[src/rtl/interfaz_tx_pkg.sv]
// -----------------------------------------------------------------------------
// interfaz_tx_pkg
// Shared definitions for the UART-ALU return path: FSM state encoding
// (IDLE/SEND/WAIT on 2 bits), the default frame width and a helper that
// sizes the byte counter.
// -----------------------------------------------------------------------------
package interfaz_tx_pkg;

    localparam int DBIT_DEFAULT = 8;

    typedef enum logic [1:0] {
        ST_IDLE = 2'b00,
        ST_SEND = 2'b01,
        ST_WAIT = 2'b10
    } tx_state_e;

    // Counter width: clog2 of the byte count, never narrower than one bit.
    function automatic int cnt_width(input int nbytes);
        if (nbytes > 1) begin
            return $clog2(nbytes);
        end else begin
            return 1;
        end
    endfunction

endpackage

[src/rtl/interfaz_tx.sv]
// -----------------------------------------------------------------------------
// interfaz_tx
// Captures the ALU result on i_valid, then feeds it LSB-byte first to the UART
// transmitter: one o_tx_start pulse per byte, waiting for i_tx_done between
// bytes. Results arriving while a transfer is in progress are discarded and
// flagged on o_drop.
//
// Ports
//   i_clk       system clock, rising edge
//   i_rst       asynchronous reset, active low
//   i_result    ALU result (DBIT*NBYTES), sampled when i_valid=1 in IDLE
//   i_valid     one-cycle pulse, i_result is valid
//   i_tx_done   one-cycle tick from UART TX, current frame finished
//   o_tx_start  one-cycle pulse, UART TX loads o_tx_data
//   o_tx_data   registered byte to transmit
//   o_busy      high while not IDLE
//   o_drop      one-cycle pulse, an i_valid was discarded while busy
// -----------------------------------------------------------------------------
module interfaz_tx
    import interfaz_tx_pkg::*;
#(
    parameter int DBIT   = DBIT_DEFAULT,
    parameter int NBYTES = 1
) (
    input  logic                     i_clk,
    input  logic                     i_rst,
    input  logic [DBIT*NBYTES-1:0]   i_result,
    input  logic                     i_valid,
    input  logic                     i_tx_done,
    output logic                     o_tx_start,
    output logic [DBIT-1:0]          o_tx_data,
    output logic                     o_busy,
    output logic                     o_drop
);

    localparam int CW = cnt_width(NBYTES);
    localparam logic [CW-1:0] LAST_BYTE = CW'(NBYTES - 1);

    tx_state_e                  state_q,    state_d;
    logic [CW-1:0]              cnt_q,      cnt_d;
    logic [DBIT*NBYTES-1:0]     capture_q,  capture_d;
    logic                       tx_start_q, tx_start_d;
    logic [DBIT-1:0]            tx_data_q,  tx_data_d;
    logic                       busy_q,     busy_d;
    logic                       drop_q,     drop_d;

    // Next-state and next-data logic for the transmit FSMD.
    always_comb begin
        state_d    = state_q;
        cnt_d      = cnt_q;
        capture_d  = capture_q;
        tx_start_d = 1'b0;
        tx_data_d  = tx_data_q;

        case (state_q)
            ST_IDLE: begin
                // i_tx_done is deliberately ignored here.
                if (i_valid) begin
                    capture_d = i_result;
                    cnt_d     = '0;
                    state_d   = ST_SEND;
                end else begin
                    state_d   = ST_IDLE;
                end
            end
            ST_SEND: begin
                tx_data_d  = capture_q[int'(cnt_q) * DBIT +: DBIT];
                tx_start_d = 1'b1;
                state_d    = ST_WAIT;
            end
            ST_WAIT: begin
                // A done tick coinciding with the start pulse is accepted:
                // the state is already WAIT in that cycle.
                if (i_tx_done) begin
                    if (cnt_q == LAST_BYTE) begin
                        state_d = ST_IDLE;
                    end else begin
                        cnt_d   = cnt_q + CW'(1'b1);
                        state_d = ST_SEND;
                    end
                end else begin
                    state_d = ST_WAIT;
                end
            end
            default: begin
                state_d = ST_IDLE;
            end
        endcase

        // A result offered while busy is not queued, only reported.
        if (i_valid && (state_q != ST_IDLE)) begin
            drop_d = 1'b1;
        end else begin
            drop_d = 1'b0;
        end

        // Busy is registered from the next state so it tracks state != IDLE.
        if (state_d != ST_IDLE) begin
            busy_d = 1'b1;
        end else begin
            busy_d = 1'b0;
        end
    end

    // State, datapath and output registers with asynchronous reset.
    always_ff @(posedge i_clk or negedge i_rst) begin
        if (!i_rst) begin
            state_q    <= ST_IDLE;
            cnt_q      <= '0;
            capture_q  <= '0;
            tx_start_q <= 1'b0;
            tx_data_q  <= '0;
            busy_q     <= 1'b0;
            drop_q     <= 1'b0;
        end else begin
            state_q    <= state_d;
            cnt_q      <= cnt_d;
            capture_q  <= capture_d;
            tx_start_q <= tx_start_d;
            tx_data_q  <= tx_data_d;
            busy_q     <= busy_d;
            drop_q     <= drop_d;
        end
    end

    assign o_tx_start = tx_start_q;
    assign o_tx_data  = tx_data_q;
    assign o_busy     = busy_q;
    assign o_drop     = drop_q;

endmodule

[config.mk]
export PLATFORM = sky130hd
export DESIGN_NAME = interfaz_tx
export DESIGN_NICKNAME = d
export VERILOG_FILES = /design/src/rtl/interfaz_tx_pkg.sv /design/src/rtl/interfaz_tx.sv
export SDC_FILE = /design/constraint.sdc
export NUM_CORES = 1
export LEC_CHECK = 0
export ABC_AREA = 1
export BUFFER_PORTS_ARGS = -buffer_cell sky130_fd_sc_hd__buf_2
export CORE_MARGIN = 1
export CORE_UTILIZATION = 50
export DETAILED_ROUTE_END_ITERATION = 8
export GPL_TIMING_DRIVEN = 0
export PLACE_DENSITY = 0.85
export SLEW_MARGIN = 20
export SYNTH_ARGS = -nofsm -noshare
export SYNTH_HDL_FRONTEND = slang
export SYNTH_SLANG_ARGS = --single-unit
[constraint.sdc]
create_clock -name i_clk -period 1.8 [get_ports i_clk]
set_input_delay 0.36 -clock i_clk [delete_from_list [all_inputs] [get_ports i_clk]]
set_output_delay 0.36 -clock i_clk [all_outputs]
set_load 0.01 [all_outputs]
# Yosys cells after proc, flatten, opt, wreduce, memory -nomap -nowiden
# Index checks and enable logic that the tools add are counted.
[word_totals] ff_bits=22 input_bits=12 output_inout_bits=11 word_cells=31
[op_classes] n_addsub=1 eq_ne=4 shift=1 mux=11 reduce_logical=7
[ops] operator="two-way mux 1 bit" n=8
[ops] operator="variable part select 8 x 5 -> 8 bit" n=1
[ops] operator="one-hot mux 2 bit (3 select lines)" n=1
[ops] operator="nonzero test 2 bit" n=3
[ops] operator="!= test 2 bit, second input constant" n=2
[ops] operator="AND reduction 3 bit" n=1
[ops] operator="== test 2 x 1 -> 1 bit, second input constant" n=1
[ops] operator="== test 2 bit, second input constant" n=1
[ops] operator="logical NOT 2 bit" n=1
[ops] operator="two-way mux 2 bit" n=1
[ops] operator="one-hot mux 1 bit (2 select lines)" n=1
[ops] operator="AND reduction 2 bit" n=1
[ops] operator="adder 1 bit, second input constant" n=1
[ops] operator="logical AND 1 bit" n=1

# Logic depth before layout (Yosys ltp)
# Gate-level depths: netlist of run 1.
[depth] ltp_word=5 depth_mapped=5 ltp_nobuf=5

# Worst setup path before layout of run 1
# OpenSTA, ideal clock, no wires.
[synth_timing] path_type="flip-flop to flip-flop" startpoint="reg state_q[1]" endpoint="reg capture_q[0]" setup_ps=116 arrival_time_ps=815 required_time_ps=1684 slack_ps=868 path_stages_with_launch=5 n_path_buf=0 synth_period_minus_slack_ps=932 cell_sequence="dfrtp_1 > nor2_4 > nand2_4 > nand2_1 > nand2_1"
[synth_between] elab_chain_cells=2
[synth_lines] element="start, declared" line_no="interfaz_tx.sv:39" text="tx_state_e state_q, state_d;"
[synth_lines] element="start signal, assigned" line_no="interfaz_tx.sv:116" text="state_q <= state_d;"
[synth_lines] element="logical NOT 2 bit" line_no="interfaz_tx.sv:55" text="case (state_q)"
[synth_lines] element="AND reduction 2 bit (no line)"
[synth_lines] element="end signal, assigned" line_no="interfaz_tx.sv:118" text="capture_q <= capture_d;"
[synth_lines] element="end, declared" line_no="interfaz_tx.sv:41" text="logic [DBIT*NBYTES-1:0] capture_q, capture_d;"
# No other way between the ends.
# A chain may end at the register's enable or synchronous reset.

# Worst setup path after layout of run 1
[layout_timing] startpoint="reg tx_data_q[2] (netlist: o_tx_data[2])" endpoint="out o_tx_data[2]"
[layout_rtl] element="start, declared" line_no="interfaz_tx.sv:43" text="logic [DBIT-1:0] tx_data_q, tx_data_d;"
[layout_rtl] element="start signal, assigned" line_no="interfaz_tx.sv:120" text="tx_data_q <= tx_data_d;"
[layout_rtl] element="end, declared" line_no="interfaz_tx.sv:31" text="output logic [DBIT-1:0] o_tx_data,"
# No word-level cell between the ends.

==> results of run 1 <==
[path summary, 6_finish.rpt]
path / start / endpoint / slack, ps / depth (start not counted)
min reg2reg: capture_q[1] / o_tx_data[1] / 490 / 2
max reg2reg: state_q[1] / capture_q[2] / 710 / 4
min: i_result[4] / capture_q[4] / 280 / 3
max: o_tx_data[2] / o_tx_data[2] / 610 / 1
max in group asynchronous: i_rst / o_tx_data[0] / 970 / 2
min in group asynchronous: i_rst / o_tx_data[7] / 520 / 2
[registers in the layout, summed over array words and instances, names as in the netlist]
| register | count |
|---|---|
| o_drop | 1 |
| capture_q | 8 |
| o_busy | 1 |
| o_tx_start | 1 |
| state_q | 2 |
| o_tx_data | 8 |
[worst reg2reg max path, cell delays in order, from the launching register on]
cell and delay, ps:
dfrtp_1 440, nor2_4 260, nand2_4 140, nand2_1 90
nand2_1 50
[where the power goes]
group          internal, mW  switching [mW]
combinational         0.215           0.332
clock                0.0828           0.141
sequential            0.678           0.107
[per-layer routing]
| metal | up-vias | part of all wire | GRT usage | wire length (um) |
|---|---|---|---|---|
| li1 | 307 | - | - | - |
| met1 | 278 | 0.42 | 0.225 | 569 |
| met2 | 21 | 0.49 | 0.294 | 668 |
| met3 | 4 | 0.058 | 0.0259 | 79 |
| met4 | 0 | 0.031 | 0.116 | 42 |
| met5 | - | 0 | 0 | 0 |
[layout make-up]
cell class	instances	area (um2)
Buffer	2	16.3
Clock buffer	3	22.5
Clock inverter	1	5.00
Fill cell	126	544
Inverter	5	18.8
Multi-Input combinational cell	55	239
Sequential cell	21	526
Tap cell	16	20.0
Timing Repair Buffer	22	115
[cells in the mapped netlist]
library cell / instances
nand2_4: 1
buf_6: 1
nand2_1: 41
inv_1: 4
buf_2: 1
nand2_2: 1
nor2_1: 1
dfrtp_1: 21
inv_2: 1
nor2_4: 1
nand3b_1: 1
nand3_1: 9
[kinds of logic (layout without fill, tap and decap cells)]
group	Yosys count	after routing	share of synthesized area
simple gates	55	55	0.299
flops	21	21	0.657
buf+inv	7	33	0.0438
==> results_dict.tcl, run 1 <==
set metrics [dict create \
    grt_pass1_vias 556 \
    place_ws_ps 742 \
    stdcell_count 125 \
    max_slew.worst_pin.slew_ps 443 \
    cts_max_path_buffers 2 \
    finalSetupViolations 0 \
    cp_max_fo 2 \
    avgSynthCellArea_um2 9.63 \
    status "complete, no violations" \
    yosysUniqueCellTypes 12 \
    via_count 610 \
    dp_hpwl_um 948 \
    vias_per_cell 4.88 \
    design_area_um2 962 \
    grt_start_max_net_pins 22 \
    synth_nets 95 \
    gp_congestion 0.740 \
    die_y_um 42.0 \
    slew_viol_final 0 \
    worstPathCellList "buf_2" \
    antenna_found_initial 0 \
    track_usage 0.180 \
    post-route-period-util 0.662 \
    start_util 0.531 \
    fin_crit_ps 1190 \
    maxCapViolations 0 \
    critPathLaunchType "flop" \
    cp-end-kind "primary output" \
    clk_pin_slew_ps 120 \
    cts_resized 0 \
    critPathBufInv 1 \
    areaGrowthSynthToFinish_pct 20.3 \
    skew_ps 3.78 \
    min_path_type "in -> reg" \
    post_drt_wl_per_cell_um 10.9 \
    critPathRequiredTime_ps 1440 \
    yosysTopAreaCell "dfrtp_1" \
    max_stage_delay_ps 390 \
    rows 14 \
    fin_util 0.639 \
    cts_tree "built" \
    cp_top_family "flip-flops" \
    cts_setup_buffers 0 \
    die_area_um2 1760 \
    dpl_cell_area_um2 925 \
    syn_inst 83 \
    ys_seq_elements 21 \
    root_buffer "clkbuf_4" \
    antenna_left 0 \
    synth_area_leaders "dfrtp_1 (66%), nand2_1 (19%), nand3_1 (5.6%), inv_1 (1.9%), buf_6 (1.4%)" \
    detail_route.first_pass.iterations 4 \
    cts_htree_levels 1 \
    grt_overflow_total 0 \
    rsz0062_at_grt "no" \
    pwr_density_cell_nw_per_um2 1620 \
    leakage_nw 0.573 \
    synth_area_um2 800 \
    cts-buffers-inserted 3 \
    routed_wl_mm 1.36 \
    yosysTopAreaCellShare 0.657 \
    core_area_um2 1510 \
    worst_hold_slack_ps 281 \
    hold_buffers 1 \
    worst_path_max_delay_cell "dfrtp_1" \
    clock.fmax_mhz 839 \
    dieWidth_um 42.0 \
    yosysSeqAreaShare 0.657 \
    grt_pass1_wl_mm 2.33 \
    final_cell_mix "nand2_1 (41), buf_2 (22), dfrtp_1 (21), nand3_1 (9), inv_1 (4)" \
    cts.sinks 21 \
    dpl.cell_count 120 \
    clock_latency_ps 300 \
    relSlewSlack 0.705 \
    layout.nets 122 \
    setup-tns-final_ps 0 \
    drive_gt1_frac 0.284 \
    io_pins 23 \
    cp.arrival_ps 830 \
    io_buffers 21 \
    drcViolationCount 0 \
    vdd_drop_max_mv 0.709 \
    layout_commonest_cell "nand2_1" \
    setup_slack_ps 609 \
    hold_viol_final 0 \
    diodes 0 \
    drt-initial-drc-count 12 \
    yosys_warnings 0 \
    p_total_mw 1.56 \
    worstSetupPathType "reg -> out" \
]
No activity file was read; power rests on OpenSTA's default activity.
==> run 2: changes to the inputs <==
Settings changed: CORE_UTILIZATION 50 to 48, PLACE_DENSITY 0.85 to 0.83.
Clock period 1.8 ns to 1.18 ns, I/O delays scaled along.
==> run 2 against run 1 <==
Against the previous run: via count up 3.6%; clock skew fell by 2.6 ps; routed wire length up 7.1%; register-to-register slack got worse by 530 ps; clock power rose by 50%; critical path depth did not move; critical endpoint is now o_tx_data[1]; largest power group unchanged; highest routed layer unchanged.
==> results_dict.tcl, run 2 (synthesized netlist as in run 1, its figures left out) <==
set metrics [dict create \
    cts_htree_levels 1 \
    pwr_density_cell_nw_per_um2 2520 \
    critPathBufInv 1 \
    track_usage 0.201 \
    min_path_type "in -> reg" \
    clock.fmax_mhz 942 \
    core_area_um2 1520 \
    r2r-start "state_q[0]" \
    min_path_cells 3 \
    dp_hpwl_mm 1.00 \
    worstSetupPathType "reg -> out" \
    final_cell_mix "nand2_1 (41), buf_2 (22), dfrtp_1 (21), nand3_1 (9)" \
    cts_max_path_buffers 2 \
    cp_top_family "flip-flops" \
    p_total_mw 2.49 \
    die_y_um 42.8 \
    vdd_drop_max_mv 1.38 \
    dpl.cell_count 120 \
    slew_viol_final 0 \
    routed_wl_mm 1.46 \
    seqPwrFrac 0.482 \
    detail_route.first_pass.iterations 4 \
    rsz0062_at_grt "no" \
    root_buffer "clkbuf_4" \
    cp_max_fo 2 \
    clk_pin_slew_ps 110 \
    grt_start_max_net_pins 22 \
    stdcell_count 129 \
    vias_per_cell 4.90 \
    critPathRequiredTime_ps 940 \
    min_from "i_result[2]" \
    start_util 0.525 \
    rows 14 \
    grt_pass1_wl_mm 2.65 \
    netSwitchingPower_uw 905 \
    grt_overflow_total 0 \
    intPower_mw 1.59 \
    hold_viol_final 0 \
    cts.sinks 21 \
    status "complete, no violations" \
    drive_gt1_frac 0.301 \
    io_pins 23 \
    fin_crit_ps 1060 \
    maxCapViolations 0 \
    pwr-share-clk 0.134 \
    layout_commonest_cell "nand2_1" \
    skew_ps 1.18 \
    max_stage_delay_ps 390 \
    clock_latency_ps 300 \
    post-route-period-util 0.900 \
    worst_path_max_delay_cell "dfrtp_1" \
    max_slew.worst_pin.slew_ps 447 \
    cts_tree "built" \
    worstPathCellList "buf_2" \
    switching_share 0.363 \
    leakage_nw 0.589 \
    relSlewSlack 0.702 \
    crit_path_start "o_tx_data[1]" \
    cts_resized 0 \
    dieWidth_um 42.8 \
    die_area_um2 1830 \
    via_count 632 \
    drt-initial-drc-count 7 \
    cp-end-kind "primary output" \
    post_drt_wl_per_cell_um 11.3 \
    setup-tns-final_ps 0 \
    cts-buffers-inserted 3 \
    critPathLaunchType "flop" \
    layout.nets 126 \
    p_comb_frac 0.384 \
    cp.arrival_ps 830 \
    areaGrowthSynthToFinish_pct 23.9 \
    antenna_found_initial 0 \
    cp.depth 1 \
    r2r_cells 4 \
    io_buffers 21 \
    antenna_left 0 \
    finalSetupViolations 0 \
    drcViolationCount 0 \
    gp_congestion 0.751 \
    fin_util 0.650 \
    grt_pass1_vias 648 \
    diodes 0 \
]
==> run 2: timing repair <==
action	in CTS	in global routing
hold buffers	1	0
setup endpoints to repair	0	2
endpoints found under the hold margin	21	0
setup buffers	0	4
==> run 2: final timing paths <==
kind | endpoint | slack (ps)
min reg2reg | capture_q[1] | 480
min | capture_q[2] | 160
max | o_tx_data[1] | 120
max in group asynchronous | o_tx_data[3] | 470
max reg2reg | capture_q[6] | 180
min in group asynchronous | o_busy | 400
==> run 2: routing by layer <==
layer	share of wire	vias to the layer above	track usage
met1	0.42	287	0.241
li1	-	318	-
met2	0.52	23	0.327
met3	0.031	4	0.0255
met4	0.028	0	0.150
met5	0	-	0
==> run 2: tightest hold or removal path, stage by stage <==
cell and delay (ps):
buf_2 70, nand3_1 60, nand2_1 60
==> run 2: through the flow <==
stage	instance area (um2)	hold slack, ps	setup WS, ps
floorplan	800	-59.6	248
global placement	925	205	142
detailed placement	925	212	118
CTS	961	156	101
global route	991	164	66.8
finish	991	162	118
==> run 2: final cells by class <==
| class | instances | area [um2] |
|---|---|---|
| fillers | 135 | 533 |
| flip-flops and latches | 21 | 526 |
| multi-input cells | 55 | 239 |
| inverters | 5 | 18.8 |
| well taps | 16 | 20.0 |
| plain buffers | 2 | 16.3 |
| clock buffers | 4 | 26.3 |
| repair buffers | 26 | 145 |
==> run 2: power groups by stage <==
stage	Clock [mW]	Sequential, mW	Combinational (mW)
finish	0.335	1.20	0.957
global route	0.375	1.25	1.09
CTS	0.346	1.20	0.852
detailed placement	0	1.22	0.847
global placement	0	1.20	0.812
floorplan	0	1.28	0.477
==> run 3: changes to the inputs <==
Settings changed: PLACE_DENSITY 0.83 to 0.75.
==> run 3 against run 2 <==
Against the previous run: routed wire length decreased by 7.7%; largest cell class unchanged; largest power group unchanged; highest routed layer unchanged; power down 0.80%; maximum frequency fell by 0.60%.
==> results_dict.tcl, run 3 (synthesized netlist as in run 1, its figures left out) <==
set metrics [dict create \
    io_buffers 21 \
    intPower_mw 1.59 \
    cp.depth 1 \
    maxCapViolations 0 \
    fin_crit_ps 1070 \
    cts_max_path_buffers 2 \
    crit_path_start "o_tx_data[6]" \
    worst_path_max_delay_cell "dfrtp_1" \
    cp_top_family "flip-flops" \
    gp_congestion 0.711 \
    root_buffer "clkbuf_4" \
    worstSetupPathType "reg -> out" \
    areaGrowthSynthToFinish_pct 23.6 \
    pwr-share-clk 0.132 \
    dieWidth_um 42.8 \
    via_count 597 \
    drcViolationCount 0 \
    vias_per_cell 4.70 \
    cp_max_fo 2 \
    r2r-start "state_q[0]" \
    rows 14 \
    start_util 0.525 \
    io_pins 23 \
    grt_overflow_total 0 \
    cp.arrival_ps 830 \
    detail_route.first_pass.iterations 4 \
    final_cell_mix "nand2_1 (41), buf_2 (22), dfrtp_1 (21), nand3_1 (9), inv_1 (4)" \
    grt_pass1_vias 531 \
    slew_viol_final 0 \
    die_area_um2 1830 \
    grt_pass1_wl_mm 2.27 \
    hold_viol_final 0 \
    relSlewSlack 0.696 \
    layout_commonest_cell "nand2_1" \
    r2r_end "capture_q[4]" \
    min_path_cells 3 \
    r2r_cells 4 \
    core_area_um2 1520 \
    drt-initial-drc-count 13 \
    ff2ff_setup_slack_ps 180 \
    setup-tns-final_ps 0 \
    cts_resized 0 \
    layout.nets 124 \
    pwr_density_cell_nw_per_um2 2500 \
    clock_latency_ps 290 \
    dp_hpwl_um 920 \
    cp-end-kind "primary output" \
    cts.sinks 21 \
    min_path_type "in -> reg" \
    worstPathCellList "buf_2" \
    netSwitchingPower_uw 884 \
    stdcell_count 127 \
    drive_gt1_frac 0.288 \
    dpl.cell_count 120 \
    critPathBufInv 1 \
    seqPwrFrac 0.483 \
    die_y_um 42.8 \
    antenna_left 0 \
    crit_end "o_tx_data[6]" \
    grt_start_max_net_pins 22 \
    cts_tree "built" \
    max_stage_delay_ps 400 \
    cts-buffers-inserted 3 \
    critPathLaunchType "flop" \
    switching_share 0.357 \
    clk_pin_slew_ps 110 \
    vdd_drop_max_mv 1.29 \
    status "complete, no violations" \
    cts_htree_levels 1 \
    routed_wl_mm 1.34 \
    clock.fmax_mhz 936 \
    max_slew.worst_pin.slew_ps 456 \
    diodes 0 \
    critPathRequiredTime_ps 940 \
    track_usage 0.165 \
    finalSetupViolations 0 \
    antenna_found_initial 0 \
    rsz0062_at_grt "no" \
    leakage_nw 0.584 \
    p_comb_frac 0.385 \
    post_drt_wl_per_cell_um 10.6 \
    skew_ps 3.02 \
    post-route-period-util 0.905 \
]
## run 3: cell types whose count changed in the layout (fill, tap and decap cells not counted)
cell,change
buf_12,+1
buf_4,-3
## run 3: cell type report
class                           instances  area, um2
Fill cell                             144        536
Sequential cell                        21        526
Multi-Input combinational cell         55        239
Timing Repair Buffer                   24        143
Clock buffer                            4       26.3
Tap cell                               16       20.0
Inverter                                5       18.8
Buffer                                  2       16.3
## run 3: through the flow
stage	hold slack (ps)	area (um2)	total power, mW	setup slack (ps)	util
6_report	169	988	2.47	112	0.649
5_1_grt	167	988	2.67	86.4	0.649
4_1_cts	165	961	2.38	97.7	0.631
3_5_place_dp	212	925	2.06	116	0.607
3_3_place_gp	208	925	2.02	129	0.607
2_1_floorplan	-59.6	800	1.76	248	-
## run 3: how the worst min path moves through the flow
stage,start,end
6_report,i_result[1],capture_q[1]
5_1_grt,i_result[3],capture_q[3]
4_1_cts,i_result[1],capture_q[1]
3_5_place_dp,i_rst,o_busy
3_3_place_gp,i_rst,o_busy
2_1_floorplan,i_rst,capture_q[0]
## run 3: power by group through the flow
| stage | clock (mW) | combinational (mW) | sequential, mW |
|---|---|---|---|
| after CTS | 0.336 | 0.849 | 1.20 |
| after global placement | 0 | 0.819 | 1.20 |
| after floorplan | 0 | 0.477 | 1.28 |
| after global routing | 0.360 | 1.07 | 1.23 |
| final | 0.326 | 0.953 | 1.19 |
| after detailed placement | 0 | 0.846 | 1.21 |
## run 3: metal layers
layer / wire [um] / up-vias / track usage
li1: - / 310 / -
met1: 632 / 266 / 0.239
met2: 642 / 19 / 0.264
met3: 58 / 2 / 0.0255
met4: 10 / 0 / 0.0375
met5: 0 / - / 0
## run 3: repair_timing
action | 4_1_cts | 5_1_grt
endpoints found under the hold margin | 21 | 0
setup buffers | 0 | 2
hold buffers | 1 | 0
setup endpoints to repair | 0 | 2
